==> src/rtl/c_74lvc_down_counter.sv <==
// 4-bit presettable synchronous binary down counter, 74LVC style, with async master reset.
// Define C_DOWN_AUTORELOAD_EN to reload D on the count edge at 0000 (divide-by-(D+1)).
module c_74lvc_down_counter (
  input  logic       cp,
  input  logic       cr,
  input  logic       pe,
  input  logic       cep,
  input  logic       cet,
  input  logic [3:0] d,
  output logic [3:0] q,
  output logic       tc
);

  logic       count_en;
  logic       at_zero;
  logic [3:0] q_next;

  assign count_en = cep & cet;
  assign at_zero  = (q == 4'd0);

  // Priority: load (pe low) beats count, count beats hold.
  always_comb begin
    q_next = q;
    if (!pe) begin
      q_next = d;
    end else if (count_en) begin
`ifdef C_DOWN_AUTORELOAD_EN
      if (at_zero) begin
        q_next = d;
      end else begin
        q_next = q - 4'd1;
      end
`else
      q_next = q - 4'd1;
`endif
    end
  end

  always_ff @(posedge cp or negedge cr) begin
    if (!cr) begin
      q <= 4'd0;
    end else begin
      q <= q_next;
    end
  end

  // Borrow is combinational so it follows cet within the cycle for ripple cascading.
  assign tc = cet & at_zero;

endmodule

==> config.mk <==
export PLATFORM = sky130hd
export DESIGN_NAME = c_74lvc_down_counter
export DESIGN_NICKNAME = d
export VERILOG_FILES = /design/src/rtl/c_74lvc_down_counter.sv
export SDC_FILE = /design/constraint.sdc
export NUM_CORES = 1
export LEC_CHECK = 0
export BUFFER_PORTS_ARGS = -buffer_cell sky130_fd_sc_hd__buf_2
export CAP_MARGIN = 10
export CORE_AREA = 2 2 39 41
export DETAILED_ROUTE_END_ITERATION = 8
export DIE_AREA = 0 0 41 43
export GPL_TIMING_DRIVEN = 0
export PLACE_DENSITY = 0.52
export SLEW_MARGIN = 5
export SYNTH_ARGS = -nofsm -noshare
export SYNTH_HDL_FRONTEND = slang
export SYNTH_SLANG_ARGS = --single-unit
==> constraint.sdc <==
create_clock -name cp -period 1.35 [get_ports cp]
set_input_delay 0.135 -clock cp [delete_from_list [all_inputs] [get_ports cp]]
set_output_delay 0.135 -clock cp [all_outputs]
set_load 0.005 [all_outputs]
==> results.toml <==
[status]
outcome = "finished clean"

[global_routing]
grt_max_degree = 8
grt_pass1_vias = 223
grt_overflow_total = 0
first_pass_grt_wire_length_um = 828
grt_antenna_before_repair = 0
grt_usage_pct = 7.855

[timing]
worst_tran_pin_value_ps = 139.8
hold-worst-slack_ps = 141.2
totalNegativeSetupSlack_ps = 0
fmax_mhz = 770.6
worst_max_slew_margin_expressed_relative_to_the_limit_pct = 90.58
period_share_pct = 96.12
final_worst_setup_slack_ps = 52.34
fin_skew_ps = 3.039
final.min_clock_period_ps = 1298
setup_viol = 0
finalHoldViolations = 0
rsz0062_at_grt = "yes"
maxSlewViolCount = 0

[place]
finalWeightedCongestion = 0.7110
detailedPlace.worstSlack_ps = 21.32
placed_cell_area_um2 = 319.1
portbufs = 13

[floorplan]
floorplan.rows = 14
core-area_um2 = 1384
die_width_um = 41
pin_count = 14
die_area_um2 = 1763
start_util_pct = 16.91
die_height_um = 43

[power]
seq_power_share_pct = 37.9
cell_internal_pwr_uw = 287.9
power.share.combinational_pct = 24.9
switching_part_of_the_total_power_pct = 26.30
worst_ir_drop_vdd_mv = 0.4373
power.leakage_nw = 0.1847
netSwitchingPower_uw = 102.7
clkPwrFrac_pct = 37.1
power.density_nw_per_um2 = 1051
post-layout-total-power_uw = 390.6

[setup_path]
reg2regPathDepth = 3
crit_chain = "or3_1, or3_1, a31oi_1"
crit_family = "simple AND/OR/NAND/NOR gates"
cp_data_required_time_ps = 1500
worstPathBufferInverterCount = 0
cp-startpoint = "q[2]$_DFFE_PN0P_"
criticalPathCategory = "flip-flop to flip-flop"
critical_path.reg2reg.endpoint = "q[3]$_DFFE_PN0P_"
worst_r2r_startpoint = "q[2]$_DFFE_PN0P_"
critical_path.startpoint_type = "flip-flop"
worst_path_most_repeated_cell = "sky130_fd_sc_hd__or3_1"
reg2reg_slack_ps = 50
critPathMaxStageDelay_ps = 390
worst-endpoint-arrival_ps = 1450
crit_path_end = "q[3]$_DFFE_PN0P_"
cp_slowest_cell = "sky130_fd_sc_hd__dfrtp_1"
number_of_gates_on_the_worst_path_with_buffers_counted = 3
highest_net_fanout_along_the_worst_path = 3
end_kind = "flip-flop"

[final_layout]
largest_reg_flops = 4
final_layout_size_suffix_gt1_share_pct = 50.00
register_bank_with_the_most_flops = "q"
most_frequent_standard_cell_in_the_layout_excluding_fill_and_tap_cells = "sky130_fd_sc_hd__buf_2"
antennaDiodeCount = 0
layout_top_registers = "q (4)"
fill_count = 162
multi_input_comb_area_um2 = 131.4
design_area_um2 = 371.6
register_area_um2 = 100.1
most-common-layout-cells = "13 x sky130_fd_sc_hd__buf_2, 4 x sky130_fd_sc_hd__dfrtp_1, 3 x sky130_fd_sc_hd__nor2_1, 3 x sky130_fd_sc_hd__clkbuf_4"
fin_nets = 57
syn2layout_area_growth_pct = 58.82

[drt]
wl_cell_um = 8.750
drtAntennaViolNets = 0
drtIter0Drc = 3
detailroute.via_count = 241
dr_drc_count = 0
drt_first_pass_iters = 2
avgViaCountPerCell = 4.017
finalWirelength_um = 525

[clock_tree]
cts_root_buffer = "sky130_fd_sc_hd__clkbuf_4"
tritoncts = "yes"
cts_num_sinks = 4
cts_made_buffers = 3
clk_transition_reported_paths_ps = 40
clkLatencyLatePin_ps = 230
cts-htree-levels = 1
max_root_sink_buffers = 2

[worst_hold_path]
min-delay-path-class = "input pin to flip-flop"

[yosys]
synth.ff_latch_count = 4
yosysSeqAreaShare_pct = 42.78
ys_warn_count = 0
synth.lib_cells_used.distinct = 15
syn-instance-count = 25
synth_area_per_cell_um2 = 9.359
synth_fp_nets = 36
mappedNetlistArea_um2 = 234.0

[flow_run]
max_cap_viol = 0
## logic make-up after synthesis
logic type / after synthesis / synth area share [%]
and+or+nand+nor: 9 / 17.64
AOI/OAI and AO/OA: 4 / 9.091
DFF: 4 / 42.78
xor gates and xnor gates: 2 / 7.488
buffers and inverters: 2 / 3.210
muxes: 2 / 9.091
adders and majority gates: 2 / 10.69
## worst reg2reg max path: stages, from the launching register on
cell and delay [ps]:
sky130_fd_sc_hd__dfrtp_1 390, sky130_fd_sc_hd__or3_1 380, sky130_fd_sc_hd__or3_1 310, sky130_fd_sc_hd__a31oi_1 140
## cell type report
cell class | instances | area share (%)
Timing Repair Buffer | 16 | 24.24
Multi-Input combinational cell | 19 | 35.35
Tap cell | 16 | 5.387
Sequential cell | 4 | 26.94
Inverter | 2 | 2.020
Clock buffer | 3 | 6.061
## timing repair
action,in CTS,in global routing
buffers inserted,0,2
resized for setup,0,3
hold buffers,1,0
endpoints found under the setup margin,0,2
hold endpoints to repair,4,0
## power by group through the flow
stage | Sequential (mW) | Combinational [mW] | Clock [mW]
after floorplan | 0.149 | 0.0428 | 0
after global placement | 0.149 | 0.0828 | 0
after detailed placement | 0.150 | 0.0844 | 0
after CTS | 0.148 | 0.0869 | 0.153
after global routing | 0.152 | 0.112 | 0.166
final | 0.148 | 0.0974 | 0.145
## cell usage after synthesis
| cell type | instances | area share (%) |
|---|---|---|
| sky130_fd_sc_hd__a21oi_1 | 2 | 4.3 |
| sky130_fd_sc_hd__a31oi_1 | 1 | 2.7 |
| sky130_fd_sc_hd__dfrtp_1 | 4 | 43 |
| sky130_fd_sc_hd__ha_1 | 2 | 11 |
| sky130_fd_sc_hd__inv_1 | 2 | 3.2 |
| sky130_fd_sc_hd__mux2_2 | 1 | 4.8 |
| sky130_fd_sc_hd__mux2i_1 | 1 | 4.3 |
| sky130_fd_sc_hd__nand2_1 | 2 | 3.2 |
| sky130_fd_sc_hd__nand3_1 | 1 | 2.1 |
| sky130_fd_sc_hd__nor2_1 | 3 | 4.8 |
| sky130_fd_sc_hd__nor3_1 | 1 | 2.1 |
| sky130_fd_sc_hd__o21ai_0 | 1 | 2.1 |
| sky130_fd_sc_hd__or3_1 | 2 | 5.3 |
| sky130_fd_sc_hd__xnor2_1 | 1 | 3.7 |
| sky130_fd_sc_hd__xor2_1 | 1 | 3.7 |
## stage by stage
stage | utilization, % | instances
after floorplan | - | 25
after detailed placement | 23.06 | 54
after CTS | 25.41 | 58
after global placement | 23.06 | 54
after global routing | 26.85 | 60
final | 26.85 | 60
## how the worst min path moves through the flow
stage / start / endpoint / slack (ps) / depth (start not counted)
3_3_place_gp: cr / q[2]$_DFFE_PN0P_ / -60 / 1
2_1_floorplan: cr / q[0]$_DFFE_PN0P_ / -160 / 0
6_report: d[1] / q[1]$_DFFE_PN0P_ / 140 / 2
4_1_cts: d[1] / q[1]$_DFFE_PN0P_ / 130 / 2
3_5_place_dp: cr / q[2]$_DFFE_PN0P_ / -60 / 1
5_1_grt: d[1] / q[1]$_DFFE_PN0P_ / 130 / 2
## layer usage
layer | vias up | GRT usage (%) | routed length [um]
li1 | 127 | - | -
met2 | 11 | 10.63 | 249
met3 | 0 | 9.424 | 81
met4 | 0 | 2.000 | 0
met5 | - | 0 | 0
met1 | 103 | 7.468 | 195
Power figures use the tool's default switching activity.
